===== src/rtl/rscpu_control_unit.sv =====
// ---------------------------------------------------------------------------
// rscpu_control_unit
//
// Hardwired control unit for the Relatively Simple CPU. It runs the
// fetch/decode/execute state machine over the 16-instruction set and decodes
// the datapath control strobes, bus source select and ALU function select
// from the current state (Moore outputs). The one exception is that load and
// increment strobes in memory-read states are qualified by memory readiness.
//
// Ports:
//   clk        rising-edge clock
//   rst_n      asynchronous active-low reset
//   ir_in      current IR contents (opcode)
//   z_in       Z flag from the datapath, sampled in FETCH3 for JMPZ/JPNZ
//   mem_ready  memory read/write completes this cycle
//   ALUSEL     ALU function select, bits [7:1]
//   bus_sel    bus source: 0 NONE, 1 MEM, 2 PC, 3 DR:TR, 4 DR, 5 R, 6 AC
//   ar_ld .. z_ld   datapath register load/increment controls
//   mem_rd, mem_wr  memory strobes
//   state_dbg  current state encoding
// ---------------------------------------------------------------------------
module rscpu_control_unit #(
    parameter int USE_MEM_READY = 1,
    parameter int STATE_W       = 6
) (
    input  logic               clk,
    input  logic               rst_n,
    input  logic [7:0]         ir_in,
    input  logic               z_in,
    input  logic               mem_ready,
    output logic [7:1]         ALUSEL,
    output logic [2:0]         bus_sel,
    output logic               ar_ld,
    output logic               ar_inc,
    output logic               pc_ld,
    output logic               pc_inc,
    output logic               dr_ld,
    output logic               tr_ld,
    output logic               ir_ld,
    output logic               r_ld,
    output logic               ac_ld,
    output logic               z_ld,
    output logic               mem_rd,
    output logic               mem_wr,
    output logic [STATE_W-1:0] state_dbg
);

    localparam logic [STATE_W-1:0] S_RST  = STATE_W'(0);
    localparam logic [STATE_W-1:0] FETCH1 = STATE_W'(1);
    localparam logic [STATE_W-1:0] FETCH2 = STATE_W'(2);
    localparam logic [STATE_W-1:0] FETCH3 = STATE_W'(3);
    localparam logic [STATE_W-1:0] NOP1   = STATE_W'(4);
    localparam logic [STATE_W-1:0] LDAC1  = STATE_W'(5);
    localparam logic [STATE_W-1:0] LDAC2  = STATE_W'(6);
    localparam logic [STATE_W-1:0] LDAC3  = STATE_W'(7);
    localparam logic [STATE_W-1:0] LDAC4  = STATE_W'(8);
    localparam logic [STATE_W-1:0] LDAC5  = STATE_W'(9);
    localparam logic [STATE_W-1:0] STAC1  = STATE_W'(10);
    localparam logic [STATE_W-1:0] STAC2  = STATE_W'(11);
    localparam logic [STATE_W-1:0] STAC3  = STATE_W'(12);
    localparam logic [STATE_W-1:0] STAC4  = STATE_W'(13);
    localparam logic [STATE_W-1:0] STAC5  = STATE_W'(14);
    localparam logic [STATE_W-1:0] MVAC1  = STATE_W'(15);
    localparam logic [STATE_W-1:0] MOVR1  = STATE_W'(16);
    localparam logic [STATE_W-1:0] JUMP1  = STATE_W'(17);
    localparam logic [STATE_W-1:0] JUMP2  = STATE_W'(18);
    localparam logic [STATE_W-1:0] JUMP3  = STATE_W'(19);
    localparam logic [STATE_W-1:0] SKIP1  = STATE_W'(20);
    localparam logic [STATE_W-1:0] SKIP2  = STATE_W'(21);
    localparam logic [STATE_W-1:0] ADD1   = STATE_W'(22);
    localparam logic [STATE_W-1:0] SUB1   = STATE_W'(23);
    localparam logic [STATE_W-1:0] INAC1  = STATE_W'(24);
    localparam logic [STATE_W-1:0] CLAC1  = STATE_W'(25);
    localparam logic [STATE_W-1:0] AND1   = STATE_W'(26);
    localparam logic [STATE_W-1:0] OR1    = STATE_W'(27);
    localparam logic [STATE_W-1:0] XOR1   = STATE_W'(28);
    localparam logic [STATE_W-1:0] NOT1   = STATE_W'(29);

    localparam logic [2:0] BUS_NONE = 3'd0;
    localparam logic [2:0] BUS_MEM  = 3'd1;
    localparam logic [2:0] BUS_PC   = 3'd2;
    localparam logic [2:0] BUS_DT   = 3'd3;
    localparam logic [2:0] BUS_DR   = 3'd4;
    localparam logic [2:0] BUS_R    = 3'd5;
    localparam logic [2:0] BUS_AC   = 3'd6;

    localparam logic [6:0] ALU_ADD  = 7'b0000101;
    localparam logic [6:0] ALU_SUB  = 7'b0001011;
    localparam logic [6:0] ALU_INC  = 7'b0001001;
    localparam logic [6:0] ALU_CLR  = 7'b0000000;
    localparam logic [6:0] ALU_PASS = 7'b0000100;
    localparam logic [6:0] ALU_AND  = 7'b1000000;
    localparam logic [6:0] ALU_OR   = 7'b1100000;
    localparam logic [6:0] ALU_XOR  = 7'b1010000;
    localparam logic [6:0] ALU_NOT  = 7'b1110000;

    logic [STATE_W-1:0] state;
    logic [STATE_W-1:0] next_state;
    logic               ready;

    // With the handshake disabled every memory access is treated as
    // completing in the cycle it is issued.
    assign ready     = (USE_MEM_READY != 0) ? mem_ready : 1'b1;
    assign state_dbg = state;

    always_ff @(posedge clk or negedge rst_n) begin
        if (!rst_n) begin
            state <= S_RST;
        end else begin
            state <= next_state;
        end
    end

    // Memory states hold until ready; unknown encodings fall back to FETCH1.
    always_comb begin
        next_state = FETCH1;
        case (state)
            S_RST:  next_state = FETCH1;
            FETCH1: next_state = FETCH2;
            FETCH2: next_state = ready ? FETCH3 : FETCH2;
            FETCH3: begin
                if (ir_in[7:4] != 4'h0) begin
                    next_state = NOP1;
                end else begin
                    case (ir_in[3:0])
                        4'h0:    next_state = NOP1;
                        4'h1:    next_state = LDAC1;
                        4'h2:    next_state = STAC1;
                        4'h3:    next_state = MVAC1;
                        4'h4:    next_state = MOVR1;
                        4'h5:    next_state = JUMP1;
                        4'h6:    next_state = z_in ? JUMP1 : SKIP1;
                        4'h7:    next_state = z_in ? SKIP1 : JUMP1;
                        4'h8:    next_state = ADD1;
                        4'h9:    next_state = SUB1;
                        4'hA:    next_state = INAC1;
                        4'hB:    next_state = CLAC1;
                        4'hC:    next_state = AND1;
                        4'hD:    next_state = OR1;
                        4'hE:    next_state = XOR1;
                        default: next_state = NOT1;
                    endcase
                end
            end
            LDAC1:  next_state = ready ? LDAC2 : LDAC1;
            LDAC2:  next_state = ready ? LDAC3 : LDAC2;
            LDAC3:  next_state = LDAC4;
            LDAC4:  next_state = ready ? LDAC5 : LDAC4;
            STAC1:  next_state = ready ? STAC2 : STAC1;
            STAC2:  next_state = ready ? STAC3 : STAC2;
            STAC3:  next_state = STAC4;
            STAC4:  next_state = STAC5;
            STAC5:  next_state = ready ? FETCH1 : STAC5;
            JUMP1:  next_state = ready ? JUMP2 : JUMP1;
            JUMP2:  next_state = ready ? JUMP3 : JUMP2;
            SKIP1:  next_state = SKIP2;
            default: next_state = FETCH1;
        endcase
    end

    // Control decode. In memory-read states the loads/increments that
    // consume the read data wait for ready so a stalled access commits once.
    always_comb begin
        ALUSEL  = ALU_CLR;
        bus_sel = BUS_NONE;
        ar_ld   = 1'b0;
        ar_inc  = 1'b0;
        pc_ld   = 1'b0;
        pc_inc  = 1'b0;
        dr_ld   = 1'b0;
        tr_ld   = 1'b0;
        ir_ld   = 1'b0;
        r_ld    = 1'b0;
        ac_ld   = 1'b0;
        z_ld    = 1'b0;
        mem_rd  = 1'b0;
        mem_wr  = 1'b0;
        case (state)
            FETCH1: begin
                bus_sel = BUS_PC;
                ar_ld   = 1'b1;
            end
            FETCH2: begin
                bus_sel = BUS_MEM;
                mem_rd  = 1'b1;
                dr_ld   = ready;
                pc_inc  = ready;
            end
            FETCH3: begin
                bus_sel = BUS_DR;
                ir_ld   = 1'b1;
                ar_ld   = 1'b1;
            end
            LDAC1, STAC1: begin
                bus_sel = BUS_MEM;
                mem_rd  = 1'b1;
                dr_ld   = ready;
                pc_inc  = ready;
                ar_inc  = ready;
            end
            LDAC2, STAC2: begin
                bus_sel = BUS_MEM;
                mem_rd  = 1'b1;
                tr_ld   = 1'b1;
                dr_ld   = ready;
                pc_inc  = ready;
            end
            LDAC3, STAC3: begin
                bus_sel = BUS_DT;
                ar_ld   = 1'b1;
            end
            LDAC4: begin
                bus_sel = BUS_MEM;
                mem_rd  = 1'b1;
                dr_ld   = ready;
            end
            LDAC5: begin
                bus_sel = BUS_DR;
                ALUSEL  = ALU_PASS;
                ac_ld   = 1'b1;
            end
            STAC4: begin
                bus_sel = BUS_AC;
                dr_ld   = 1'b1;
            end
            STAC5: begin
                bus_sel = BUS_DR;
                mem_wr  = 1'b1;
            end
            MVAC1: begin
                bus_sel = BUS_AC;
                r_ld    = 1'b1;
            end
            MOVR1: begin
                bus_sel = BUS_R;
                ALUSEL  = ALU_PASS;
                ac_ld   = 1'b1;
            end
            JUMP1: begin
                bus_sel = BUS_MEM;
                mem_rd  = 1'b1;
                dr_ld   = ready;
                ar_inc  = ready;
            end
            JUMP2: begin
                bus_sel = BUS_MEM;
                mem_rd  = 1'b1;
                tr_ld   = 1'b1;
                dr_ld   = ready;
            end
            JUMP3: begin
                bus_sel = BUS_DT;
                pc_ld   = 1'b1;
            end
            SKIP1, SKIP2: begin
                pc_inc  = 1'b1;
            end
            ADD1: begin
                bus_sel = BUS_R;
                ALUSEL  = ALU_ADD;
                ac_ld   = 1'b1;
                z_ld    = 1'b1;
            end
            SUB1: begin
                bus_sel = BUS_R;
                ALUSEL  = ALU_SUB;
                ac_ld   = 1'b1;
                z_ld    = 1'b1;
            end
            INAC1: begin
                ALUSEL  = ALU_INC;
                ac_ld   = 1'b1;
                z_ld    = 1'b1;
            end
            CLAC1: begin
                ALUSEL  = ALU_CLR;
                ac_ld   = 1'b1;
                z_ld    = 1'b1;
            end
            AND1: begin
                bus_sel = BUS_R;
                ALUSEL  = ALU_AND;
                ac_ld   = 1'b1;
                z_ld    = 1'b1;
            end
            OR1: begin
                bus_sel = BUS_R;
                ALUSEL  = ALU_OR;
                ac_ld   = 1'b1;
                z_ld    = 1'b1;
            end
            XOR1: begin
                bus_sel = BUS_R;
                ALUSEL  = ALU_XOR;
                ac_ld   = 1'b1;
                z_ld    = 1'b1;
            end
            NOT1: begin
                ALUSEL  = ALU_NOT;
                ac_ld   = 1'b1;
                z_ld    = 1'b1;
            end
            default: begin
            end
        endcase
    end

endmodule


===== config.mk =====
export PLATFORM = sky130hd
export DESIGN_NAME = rscpu_control_unit
export DESIGN_NICKNAME = d
export VERILOG_FILES = /design/src/rtl/rscpu_control_unit.sv
export SDC_FILE = /design/constraint.sdc
export NUM_CORES = 1
export LEC_CHECK = 0
export ABC_CLOCK_PERIOD_IN_PS = 2100
export CORE_MARGIN = 10
export CORE_UTILIZATION = 45
export CTS_BUF_LIST = sky130_fd_sc_hd__clkbuf_8
export DETAILED_ROUTE_END_ITERATION = 10
export GPL_TIMING_DRIVEN = 0
export PLACE_DENSITY = 0.9
export SLEW_MARGIN = 15
export SYNTH_ARGS = -nofsm -noshare
export SYNTH_HDL_FRONTEND = slang
export SYNTH_SLANG_ARGS = --single-unit

===== constraint.sdc =====
create_clock -name clk -period 2.1 [get_ports clk]
set_input_delay 0.525 -clock clk [delete_from_list [all_inputs] [get_ports clk]]
set_output_delay 0.525 -clock clk [all_outputs]
set_load 0.01 [all_outputs]

==> metrics, run 1 <==
status=finished, violations left; failing checks=negative setup slack; H-tree levels=1; unrepaired setup endpoints after global routing=yes; Reg power frac=7.0%; Final ANT Viol Nets=0; GRT Residual Overflow=0; RD Place Congestion=0.967; register area=128 sq um; Synth Area in Simple Gates=32.5%; vias in the first global route=1,519; Internal Power=1.37 mW; area of the multi-input gates=931 sq um; Num CTS Buffers=3; Synth warnings=0; die area=0.00471 sq mm; Yosys top cell area share=11.8%; Port-buffer cells=37; starting density of the core=47.6%; via count=1,665; setup violators final=7; synth top area cells=dfrtp_1 12%, nand2_1 6.4%, a21oi_1 5.6%; crit end category=primary output; Total GRT Usage=21.3%; Pwr Total=2.78 mW; cell taking the most area after synthesis=dfrtp_1; Clock Skew=0.00105 ns; Worst Setup SP=state_dbg[2]; routed vias/inst=6.77; kind of critical path=flip-flop to primary output; first-pass GRT wire length=7.78 mm; Largest register FFs=5; Synth Flop Type=dfrtp_1; DP Wirelength=3.18 mm; Post-Syn Area=0.00106 sq mm; worst path bufs/invs=2; Finished Core Util=79.3%; placement row count=17; Root Buffer=clkbuf_8; CP Capture Point=bus_sel[2]; R2R depth=6; synth unique cells=53; Top delay family on crit path=simple AND/OR/NAND/NOR gates; Synth top cells by count=18 x nand2_1, 14 x nor2_1, 12 x a21oi_1; Synth Area in Adders=0%; Avg Inst Size Synth=6.65 sq um; Switch Pwr=1.41 mW; Comb pwr share=86.3%; asr flop ratio synth=100%; Synth Instances=160; CTS tree=done; reg-to-reg setup timing slack=0.43 ns; post-synthesis xor/xnor area fraction=3.29%; Tmin final=2.26 ns; Area growth syn-to-layout=66.5%; n_diodes=0; Max-Cap Viols=0; Power Dens Cells=1570 mW/mm^2; post-synthesis compound-gate area fraction=37.1%; Seq/Total Area, Yosys=11.8%; Clock Sinks=5; most frequent cell after synthesis=nand2_1; Critical Path Source Type=flip-flop; Critical Path AT=1.73 ns; largest family of logic cells by synthesized area=compound AO/OA/AOI/OAI gates; Critical-path top delay cell=or4_4; post-synth net total=172; critical path's largest stage delay=0.50 ns; die height=68.6 um; WP depth=5; drc violations=0; Fillers=147; First DRT Iteration DRCs=219; Nets=231; Clock power frac=6.7%; Hold Crit Class=input pin to async pin; Switching Share=50.9%; core area=0.00223 sq mm; Max IR drop VDD=0.000916 V; worst r2r src=state_dbg[3]; Slew Viols, Final=0; Clock Latency Late Sink=0.23 ns; number of flops mapped to enable cells by yosys=0; LEAKAGE=0.735 nW; final period utilization=107%; Fin. Hold Viols=0; fmax=443 MHz; initial antenna violation count=0; DIE WIDTH=68.6 um; Most Frequent Cell on Critical Path=buf_6; routed wire length=5.30 mm; Boundary Pins=40; clock-pin transition on the worst setup and hold timing paths=0.04 ns; Crit path required time=1.57 ns; reg2reg end=state_dbg[0]; DRT Pass-1 Iters=5; final worst slack=-0.155 ns; sequence of cells on the critical path=buf_6 > nor2b_4 > or4_4 > a31oi_4 > buf_6; layout cells sized above 1=38.5%; multiplexer area fraction after synthesis=2.82%; largest net degree at the start of global routing=11; Synth Register Bits=5; CTS max path bufs=2; WL per Instance=21.5 um; pre-CTS setup slack=-0.454 ns; Critical Path Fanout Max=7
## worst min path at each step
stage | start | endpoint | slack, ns | depth (start not counted)
finish | rst_n | state_dbg[2] | 0.54 | 1
floorplan | rst_n | state_dbg[0] | 0.23 | 0
CTS | rst_n | state_dbg[3] | 0.53 | 1
detailed placement | rst_n | state_dbg[4] | 0.76 | 1
global placement | rst_n | state_dbg[1] | 0.75 | 1
global route | rst_n | state_dbg[2] | 0.53 | 1
## logic make-up (layout without fill, tap and decap cells)
logic type,after synthesis,in the layout
AND/OR/NAND/NOR,66,66
flip-flops,5,5
XOR/XNOR,4,4
buffers and inverters,23,81
multiplexers,3,3
other,1,1
AO/OA/AOI/OAI,58,58
## worst register-to-register path: cells and delay by family (launching register included)
kind	cells	cell delay, ns
AOI/OAI and AO/OA	2	0.46
buffers and inverters	2	0.36
DFF	1	0.36
and+or+nand+nor	2	0.33
## stage by stage
step	cells	instance area, sq um	TNS (ns)	hold WS [ns]
6_report	246	1770	-0.456	0.536
5_1_grt	246	1770	-1.00	0.528
4_1_cts	239	1630	-0.259	0.530
3_5_place_dp	225	1470	-6.20	0.764
3_3_place_gp	225	1470	-5.67	0.754
2_1_floorplan	160	1060	0	0.229
## routing by layer
layer | vias up | track usage [%] | part of all wire, %
li1 | 712 | - | -
met5 | - | 0 | 0
met2 | 157 | 35.1 | 46
met1 | 752 | 25.0 | 37
met4 | 0 | 9.05 | 5.6
met3 | 44 | 6.44 | 11
## cell usage in the layout, fill, tap and decap left out, types with 3 or more instances in the layout
cell             Yosys  routed
dfrtp_1              5       3
nor4_1               3       3
buf_8                0       4
nand2_1             18      15
inv_1                2       3
clkbuf_2             0       5
o21ai_0              8       7
buf_6                3       8
o21ai_1              4       4
nor2b_4              1       4
nand3_1              3       3
a31oi_1              4       3
buf_4                2      20
nor3_1               8       7
nor2_1              14      12
buf_2               11      12
o21a_1               3       3
clkbuf_8             0       3
o221ai_1             4       4
clkdlybuf4s15_1      0       3
a21oi_1             12      12
clkdlybuf4s50_1      0      15
## what timing repair did
| action | CTS | global route |
|---|---|---|
| cloned | 1 | 2 |
| pin swaps | 2 | 5 |
| hold buffers | 0 | 0 |
| resized for setup | 95 | 38 |
| buffers inserted | 11 | 5 |
| endpoints found under the setup margin | 22 | 20 |
## layout make-up
cell class                 instances  share of cell area [%]
multi-input combinational        132                    52.6
clock inverter                     1                   0.212
buffer                            17                    9.82
timing repair buffer              56                    25.0
sequential                         5                    7.21
clock buffer                       3                    2.33
inverter                           4                   0.848
tap                               28                    1.98
## power by group through the flow
stage | clock network (mW) | registers, mW | logic [mW]
global route | 0.191 | 0.198 | 2.51
detailed placement | 0 | 0.184 | 1.80
floorplan | 0 | 0.193 | 1.14
global placement | 0 | 0.177 | 1.79
CTS | 0.176 | 0.182 | 1.96
finish | 0.186 | 0.194 | 2.40
Power figures use the tool's default switching activity.
==> run 2: changes to the inputs <==
--- a/config.mk
+++ b/config.mk
@@ -11,6 +11,7 @@
 export CTS_BUF_LIST = sky130_fd_sc_hd__clkbuf_8
 export DETAILED_ROUTE_END_ITERATION = 10
 export GPL_TIMING_DRIVEN = 0
+export MAX_ROUTING_LAYER = met4
 export PLACE_DENSITY = 0.9
 export SLEW_MARGIN = 15
 export SYNTH_ARGS = -nofsm -noshare
==> run 2 against run 1 <==
Register-to-register slack worse by 0.19 ns. Sequential share of layout area fell by 0.39 points. Cell area increased by 5.7%. Highest routed layer unchanged. Critical path type unchanged. Utilization rose by 4.5 points. Non-clock buffer count grew 12. Die area unchanged. Clock skew increased by 0.0065 ns. Via count rose by 3.9%. The flow still finishes with violations (negative setup slack). Clock power rose by 3%.
==> metrics, run 2 (synthesis results as in run 1) <==
Nets=243 (+5.2%); die height=68.6 um (unchanged); Crit path required time=1.57 ns (about the same); Tmin final=2.27 ns (+0.00999 ns); Clock power frac=6.5% (-0.2 points); Largest register FFs=5 (unchanged); vias in the first global route=1,526 (+0.46%); CTS tree=done; Post-CTS Hold Fix Bufs=0 (unchanged); placement row count=17 (unchanged); Port-buffer cells=37 (unchanged); status=finished, violations left; WL per Instance=21.3 um (-1.3%); Cell Area, Placed=0.00147 sq mm (unchanged); failing checks=negative setup slack; most common cell after layout, fill and taps aside=buf_4; n_diodes=0 (unchanged); Max IR drop VDD=0.00106 V (+15%); Boundary Pins=40 (unchanged); DRT Pass-1 Iters=6 (+1); routed vias/inst=6.71 (-0.93%); fmax=441 MHz (-0.44%); Clock Skew=0.00753 ns (+0.00648 ns); Switching Share=50.0% (-0.90 points); Fin. Hold Viols=0 (unchanged); core area=0.00223 sq mm (unchanged); Power Dens Cells=1570 mW/mm^2 (-0.11%); H-tree levels=1 (unchanged); Area growth syn-to-layout=75.9%; most frequent cells in the layout=26 x buf_4, 17 x nand2_1, 17 x buf_2; kind of critical path=flip-flop to primary output; die area=0.00471 sq mm (unchanged); Critical Path Fanout Max=5 (-2); Root Buffer=clkbuf_8; starting density of the core=47.6% (unchanged); First DRT Iteration DRCs=315 (+44%); routed wire length=5.49 mm (+3.5%); Comb pwr share=87.2% (+0.9 points); Num CTS Buffers=3 (unchanged); CTS max path bufs=2 (unchanged); unrepaired setup endpoints after global routing=yes; LEAKAGE=0.818 nW (+11%); critical path's largest stage delay=0.47 ns (-0.03 ns); drc violations=0 (unchanged); crit end category=primary output; Slew Viols, Final=0 (unchanged); largest net degree at the start of global routing=11 (unchanged); via count=1,730 (+3.9%); Max-Cap Viols=0 (unchanged); Non-Filler Cell Area, Final=0.00187 sq mm (+5.7%); Switch Pwr=1.47 mW (+3.7%); Critical Path AT=1.74 ns (about the same); first-pass GRT wire length=7.49 mm (-3.8%); Final ANT Viol Nets=0 (unchanged); setup violators final=13 (+6); layout cells sized above 1=44.3% (+5.8 points); Total GRT Usage=21.0% (-0.37 points); Critical-path top delay cell=or4_4; GRT Residual Overflow=0 (unchanged); Finished Core Util=83.8% (+4.5 points); DP Wirelength=3.20 mm (+0.81%); RD Place Congestion=0.966 (about the same); DIE WIDTH=68.6 um (unchanged); initial antenna violation count=0 (unchanged); Clock Sinks=5 (unchanged); Hold Crit Class=input pin to async pin; final period utilization=108% (+0.48 points); Critical Path Source Type=flip-flop; final worst slack=-0.165 ns (-0.00999 ns); sequence of cells on the critical path=buf_6 > nor2b_4 > or4_4 > a31oi_1 > buf_2; clock-pin transition on the worst setup and hold timing paths=0.04 ns (about the same); Reg power frac=6.3% (-0.7 points); Clock Latency Late Sink=0.24 ns (about the same); Internal Power=1.47 mW (+7.5%)
run 2: cell type report:
type	count	area, sq um
clock inverter	1	3.75
inverter	4	17.5
clock buffer	3	41.3
multi-input combinational	132	953
timing repair buffer	67	512
sequential	5	128
fill	124	363
buffer	18	180
tap	28	35.0
run 2: worst paths after layout:
path,startpoint,depth (start not counted),endpoint,slack (ns)
worst min-delay path,rst_n,1,state_dbg[1],0.52
min in group clk,state_dbg[3],4,state_dbg[4],0.84
worst max register to register,state_dbg[2],8,state_dbg[1],0.24
max in group asynchronous,rst_n,1,state_dbg[4],1.35
worst min register to register,state_dbg[3],4,state_dbg[4],0.84
worst max-delay path,state_dbg[2],5,bus_sel[2],-0.17
run 2: layer usage:
| metal | up-vias | track usage (%) | routed length [um] |
|---|---|---|---|
| li1 | 736 | - | - |
| met1 | 788 | 24.8 | 2020 |
| met2 | 162 | 33.2 | 2520 |
| met3 | 44 | 5.15 | 673 |
| met4 | 0 | 8.29 | 272 |
| met5 | - | - | 0 |
run 2: per-stage QoR:
step | worst slack, ns | hold slack, ns | total power, mW | setup TNS [ns] | std cells
5_1_grt | -0.239 | 0.534 | 3.06 | -2.11 | 258
6_report | -0.165 | 0.517 | 2.93 | -1.19 | 258
3_5_place_dp | -0.446 | 0.768 | 1.99 | -6.22 | 225
4_1_cts | -0.117 | 0.520 | 2.47 | -0.453 | 243
3_3_place_gp | -0.446 | 0.749 | 1.96 | -5.80 | 225
2_1_floorplan | 0.0734 | 0.229 | 1.34 | 0 | 160
run 2: what timing repair did:
| item | in CTS | in global routing |
|---|---|---|
| setup buffers | 14 | 16 |
| endpoints found under the hold margin | 0 | 0 |
| gates resized for setup | 116 | 32 |
| setup endpoints to repair | 22 | 22 |
| pin swaps | 7 | 9 |
| gates cloned | 1 | 0 |
run 2: power by group through the flow:
| stage | clock, mW | sequential [mW] | combinational [mW] |
|---|---|---|---|
| final | 0.192 | 0.184 | 2.56 |
| after floorplan | 0 | 0.193 | 1.14 |
| after global routing | 0.200 | 0.188 | 2.67 |
| after detailed placement | 0 | 0.182 | 1.81 |
| after CTS | 0.191 | 0.176 | 2.10 |
| after global placement | 0 | 0.179 | 1.78 |
run 2: worst max-delay path: cells and delay by family (launching register included):
kind                   cells  cell delay, ns
buffers and inverters      2            0.31
DFF                        1            0.43
and+or+nand+nor            2            0.60
AOI/OAI and AO/OA          1            0.17
==> run 3: changes to the inputs <==
--- a/config.mk
+++ b/config.mk
@@ -5,14 +5,15 @@
 export SDC_FILE = /design/constraint.sdc
 export NUM_CORES = 1
 export LEC_CHECK = 0
-export ABC_CLOCK_PERIOD_IN_PS = 2100
+export ABC_AREA = 1
+export ABC_CLOCK_PERIOD_IN_PS = 2400
 export CORE_MARGIN = 10
-export CORE_UTILIZATION = 45
+export CORE_UTILIZATION = 44
 export CTS_BUF_LIST = sky130_fd_sc_hd__clkbuf_8
 export DETAILED_ROUTE_END_ITERATION = 10
 export GPL_TIMING_DRIVEN = 0
 export MAX_ROUTING_LAYER = met4
-export PLACE_DENSITY = 0.9
+export PLACE_DENSITY = 0.92
 export SLEW_MARGIN = 15
 export SYNTH_ARGS = -nofsm -noshare
 export SYNTH_HDL_FRONTEND = slang
==> constraint.sdc (replaced) <==
create_clock -name clk -period 2.4 [get_ports clk]
set_input_delay 0.6 -clock clk [delete_from_list [all_inputs] [get_ports clk]]
set_output_delay 0.6 -clock clk [all_outputs]
set_load 0.01 [all_outputs]
==> run 3 against run 2 <==
The flow now finishes without violations. Cell area decreased by 14%. Clock-buffer cell count is the same. Utilization decreased by 2.2 points. Via count shrank 19%. Worst hold slack improved by 0.081 ns. Critical path depth increased by 1. Non-clock buffer count decreased by 31. Clock skew shrank 0.0059 ns. Sequential power about the same. First-iteration DRC count down 55%. Highest routed layer unchanged.
==> metrics, run 3 <==
status=complete, no violations; post-synth net total=193 (+12%); largest family of logic cells by synthesized area=simple AND/OR/NAND/NOR gates; die height=65.9 um (-3.9%); drc violations=0 (unchanged); CTS max path bufs=2 (unchanged); Synth Area in Adders=0% (unchanged); placement row count=16 (-1); fmax=420 MHz; final period utilization=99.3%; Port-buffer cells=38 (+2.7%); synth unique cells=26 (-51%); DP Wirelength=2.58 mm (-20%); reg-to-reg setup timing slack=0.88 ns (+0.64 ns); most frequent cell after synthesis=nand2_1; Critical Path Fanout Max=6 (+1); via count=1,394 (-19%); asr flop ratio synth=100% (unchanged); Nets=248 (+2.1%); vias in the first global route=1,187 (-22%); most frequent cells in the layout=49 x nand2_1, 31 x nor2_1, 21 x clkdlybuf4s50_1; Clock Latency Late Sink=0.22 ns (-0.02 ns); multiplexer area fraction after synthesis=0% (-2.8 points); Area growth syn-to-layout=74.1%; final worst slack=0.0168 ns (+0.182 ns); Num CTS Buffers=3 (unchanged); most common cell after layout, fill and taps aside=nand2_1; Max IR drop VDD=0.000646 V (-39%); reg2reg end=state_dbg[2]; Root Buffer=clkbuf_8; Seq/Total Area, Yosys=13.5% (+1.7 points); clock-pin transition on the worst setup and hold timing paths=0.04 ns (about the same); starting density of the core=46.8% (-0.78 points); WL per Instance=13.9 um (-35%); cell taking the most area after synthesis=nand2_1; layout cells sized above 1=23.8% (-21 points); number of flops mapped to enable cells by yosys=0 (unchanged); LEAKAGE=0.947 nW (+16%); Synth warnings=0 (unchanged); Fin. Hold Viols=0 (unchanged); Critical Path Source Type=flip-flop; Fillers=139 (+12%); GRT Residual Overflow=0 (unchanged); setup violators final=0 (-13); Synth top cells by count=51 x nand2_1, 36 x nor2_1, 24 x nand3_1; initial antenna violation count=0 (unchanged); Clock Skew=0.00165 ns (-0.00587 ns); Power Dens Cells=935 mW/mm^2 (-40%); post-synthesis xor/xnor area fraction=0% (-3.3 points); CTS tree=done; First DRT Iteration DRCs=143 (-55%); Synth Register Bits=5 (unchanged); unrepaired setup endpoints after global routing=yes; WHS=0.598 ns (+0.0808 ns); Crit path required time=1.80 ns (+0.23 ns); DRT Pass-1 Iters=5 (-1); Max-Cap Viols=0 (unchanged); die area=0.00435 sq mm (-7.7%); Critical Path AT=1.78 ns (+0.04 ns); Clock Sinks=5 (unchanged); RD Place Congestion=0.963 (-0.32%); post-synthesis compound-gate area fraction=9.30% (-28 points); routed vias/inst=5.32 (-21%); Tmin final=2.38 ns; core area=0.00198 sq mm (-11%); Synth Instances=181 (+13%); Worst Setup SP=state_dbg[3]; H-tree levels=1 (unchanged); n_diodes=0 (unchanged); Post-Syn Area=928 sq um (-13%); Slew Viols, Final=0 (unchanged); Synth Flop Type=dfrtp_1; DIE WIDTH=65.9 um (-3.9%); pre-CTS setup slack=-0.206 ns (+0.240 ns); Avg Inst Size Synth=5.13 sq um (-23%); Yosys top cell area share=20.6% (+8.9 points); Total GRT Usage=15.1% (-5.9 points); crit end category=primary output; routed wire length=3.65 mm (-34%); Boundary Pins=40 (unchanged); Finished Core Util=81.6% (-2.2 points); Synth Area in Simple Gates=64.0% (+32 points); Post-CTS Hold Fix Bufs=0 (unchanged); Largest register FFs=5 (unchanged); worst r2r src=state_dbg[1]; Final ANT Viol Nets=0 (unchanged); R2R depth=8 (unchanged); kind of critical path=flip-flop to primary output; Hold Crit Class=input pin to async pin; first-pass GRT wire length=5.31 mm (-29%); largest net degree at the start of global routing=11 (unchanged); synth top area cells=nand2_1 21%, nor2_1 15%, dfrtp_1 13%
run 3: changes by cell type in the layout (fill, tap and decap cells not counted), moves of 12 or more:
cell | previous run | this run
buf_2 | 17 | 0
buf_4 | 26 | 12
buf_6 | 14 | 2
inv_1 | 3 | 16
nand2_1 | 17 | 49
nand3_1 | 3 | 19
nor2_1 | 12 | 31
run 3: worst max-delay path, cell delays in order (launching register included):
cell	delay, ns
dfrtp_2	0.46
inv_2	0.13
nand2_1	0.11
nor2_4	0.16
nand2_1	0.10
nand2_1	0.07
clkdlybuf4s50_1	0.53
run 3: layout make-up:
cell class              instances  area, sq um  area share, %
multi-input cells             150          797           49.3
repair buffers                 50          474           29.3
flip-flops and latches          5          129           7.97
inverters                      22         92.6           5.73
plain buffers                   4         45.0           2.79
clock buffers                   3         41.3           2.55
well taps                      27         33.8           2.09
clock inverters                 1         3.75          0.232
run 3: logic make-up (layout without fill, tap and decap cells):
logic type	count (synthesis)	count (layout)
other	1	1
and+or+nand+nor	133	133
AOI/OAI and AO/OA	16	16
buffers and inverters	26	80
DFF	5	5
run 3: routing by layer:
layer / track usage [%] / part of all wire, % / vias up
met1: 19.3 / 41 / 600
li1: - / - / 694
met5: - / 0 / -
met3: 4.07 / 12 / 8
met4: 3.14 / 1.3 / 0
met2: 23.2 / 45 / 92
run 3: timing repair:
action / CTS / global route
endpoints found under the setup margin: 19 / 16
pin swaps: 2 / 5
resized for setup: 33 / 23
buffers inserted: 2 / 10
run 3: report_power, final:
part           internal (mW)  leakage [nW]  switching, mW  total (mW)
registers              0.121        0.0596         0.0598       0.181
clock network          0.109        0.0269         0.0387       0.148
logic                  0.477         0.861          0.704        1.18
total                  0.708         0.947          0.803        1.51
run 3: through the flow:
step | TNS, ns | power [mW] | instances | area, sq um
after global routing | -0.323 | 1.62 | 262 | 1620
after floorplan | 0 | 0.730 | 181 | 928
after detailed placement | -0.606 | 1.17 | 246 | 1340
after CTS | 0 | 1.31 | 252 | 1450
final | 0 | 1.51 | 262 | 1620
after global placement | -0.663 | 1.16 | 246 | 1340
run 3: worst max path at each step:
| stage | end | slack, ns |
|---|---|---|
| after floorplan | ALUSEL[6] | 0.40 |
| after global placement | pc_inc | -0.19 |
| after global routing | ac_ld | -0.06 |
| final | ALUSEL[4] | 0.02 |
| after detailed placement | pc_inc | -0.21 |
| after CTS | ALUSEL[7] | 0.009 |
==> RTL change, RTL diff (config.mk and constraints of run 2) <==
Register the output `state_dbg` once more, with the module's reset; this adds one clock of latency there. The other outputs are not delayed to match.
--- a/src/rtl/rscpu_control_unit.sv
+++ b/src/rtl/rscpu_control_unit.sv
@@ -101,7 +101,13 @@
     // With the handshake disabled every memory access is treated as
     // completing in the cycle it is issued.
     assign ready     = (USE_MEM_READY != 0) ? mem_ready : 1'b1;
-    assign state_dbg = state;
+    always_ff @(posedge clk or negedge rst_n) begin
+        if (!rst_n) begin
+            state_dbg <= '0;
+        end else begin
+            state_dbg <= state;
+        end
+    end
 
     always_ff @(posedge clk or negedge rst_n) begin
         if (!rst_n) begin
Function: changed (a bounded check fails within 4 cycles, from zero or initial values and one cycle with rst_n low).
==> RTL change against run 2 <==
- the flow still finishes with violations (negative setup slack)
- sequential share of layout area is 5.0 points higher
- wire length is 14% higher
- power grew 16%
- cell area rose by 16%
- sequential cell count grew 5
- critical endpoint unchanged
- worst setup slack worse by 47 ps
- register-to-register slack better by 110 ps
- maximum frequency decreased by 2.1%
- area after synthesis grew 13%
- first-iteration DRC count rose by 38%
- largest cell class unchanged
- synthesized cell count grew 0.63%
==> RTL change: results (changes against run 2) <==
Setup violations, final=13 (unchanged); Slew HR=0.641; Min-Delay Path Class=flop to flop; setup TNS=-1400 ps (-207 ps); Final nets=247 (+1.6%); Filler Cell Count=128 (+3.2%); synth cell count leaders=nand2_1, nor2_1, a21oi_1; gr usage total=0.206 (-0.00305); Max Buffers Root-to-Sink=2 (unchanged); Synth top area share=0.209 (+0.0911); Clock transition at path regs=50 ps; layout cells sized above 1=0.483 (+0.0394); leakage power=0.000933 uW (+14%); FFs w/ async S/R, synth=1.00 (unchanged); pin count of the biggest net entering global routing=14 (+3); initial DRC count=434 (+38%); failing checks=negative setup slack; H-tree Lvls=1 (unchanged); routability cong.=0.991 (+2.6%); Via density=7.16 (+6.8%); Yosys Warn Count=0 (unchanged); number of global-route vias before repair=1677 (+9.9%); Critical Path Fanout Max=5 (unchanged); largest cells by area after synthesis=dfrtp_1, a21oi_1, nand2_1, nor2_1, buf_2; Syn Nets=173 (+0.58%); CTS root buf=clkbuf_8; grt ovf=0 (unchanged); WL per Instance=23.8 um (+12%); pre-CTS setup slack=-649 ps (-203 ps); status=complete, but fails checks; cell count after synthesis=161 (+0.63%); reg-to-reg setup timing slack=350 ps (+110 ps); clk_lat worst skew=230 ps; # diodes=0 (unchanged); Seq/Total Area, Yosys=0.209 (+0.0911); Setup Skew=0.373 ps (-7.16 ps); peak supply drop=1.30 mV (+23%); TritonCTS Buffers=3 (unchanged); drt pass-1 iters=8 (+2); HPWL after DPL=3250 um (+1.4%); setup ws final=-212 ps (-47.4 ps); global-route wire length before repair=8550 um (+14%); unique cell type count in the Yosys netlist=58 (+9.4%); initial antenna violation count=0 (unchanged); IO Port Bufs=38 (+2.7%); Top Registers=state x5, state_dbg x5
-- RTL change: cell type report --
type | instances | share of cell area
sequential | 10 | 0.118
inverter | 3 | 0.00810
clock buffer | 4 | 0.0254
tap | 30 | 0.0174
timing repair buffer | 72 | 0.288
multi-input combinational | 129 | 0.459
buffer | 16 | 0.0839
-- RTL change: where the power goes --
part | leakage, uW | internal (uW) | switching [uW] | total, uW
registers | 0.000122 | 272 | 48.3 | 320
logic | 0.000783 | 1370 | 1470 | 2840
clock network | 0.0000288 | 165 | 74.2 | 239
total | 0.000933 | 1810 | 1590 | 3400
-- RTL change: metal layers --
metal	vias up	global-route usage	share of wire
li1	747	-	-
met1	856	0.243	0.36
met2	216	0.327	0.44
met3	71	0.0482	0.14
met4	0	0.0882	0.071
met5	-	-	0
-- RTL change: metrics by stage --
step / std cells / total power [uW] / cell area (um^2) / hold slack (ps) / util
floorplan: 161 / 1460 / 1200 / 229 / -
global placement: 229 / 2080 / 1620 / 415 / 0.647
detailed placement: 229 / 2090 / 1620 / 444 / 0.647
CTS: 252 / 2780 / 1930 / 519 / 0.772
global route: 264 / 3510 / 2160 / 561 / 0.865
finish: 264 / 3400 / 2160 / 544 / 0.865
-- RTL change: cells by family (layout without fill, tap and decap cells) --
family | count (synthesis) | after routing | share of synthesized area
and+or+nand+nor | 66 | 66 | 0.292
xor gates and xnor gates | 2 | 2 | 0.0146
DFF | 10 | 10 | 0.209
buffers and inverters | 22 | 95 | 0.110
other | 1 | 1 | 0.00313
muxes | 5 | 5 | 0.0428
AOI/OAI and AO/OA | 55 | 55 | 0.329
-- RTL change: path summary, 6_finish.rpt --
kind                           from      endpoint  cells after the start
min in group asynchronous     rst_n  state_dbg[2]                      1
setup reg to reg           state[2]      state[3]                      7
max in group asynchronous     rst_n      state[1]                      1
setup / recovery           state[2]    bus_sel[2]                      5
hold / removal             state[3]  state_dbg[3]                      1
hold reg to reg            state[3]  state_dbg[3]                      1
-- RTL change: what timing repair did --
item                                    in CTS  in global routing
cloned                                       2                  0
buffers inserted                            20                 12
resized for setup                          122                 48
pin swaps                                    9                 12
hold endpoints to repair                     0                  0
endpoints found under the setup margin      22                 18
-- RTL change: critical path, cell delays in order, from the launching register on --
cell and delay, ps:
dfrtp_1 400, buf_6 130, and2b_2 250, or4_1 470, a31oi_1 140, buf_2 160
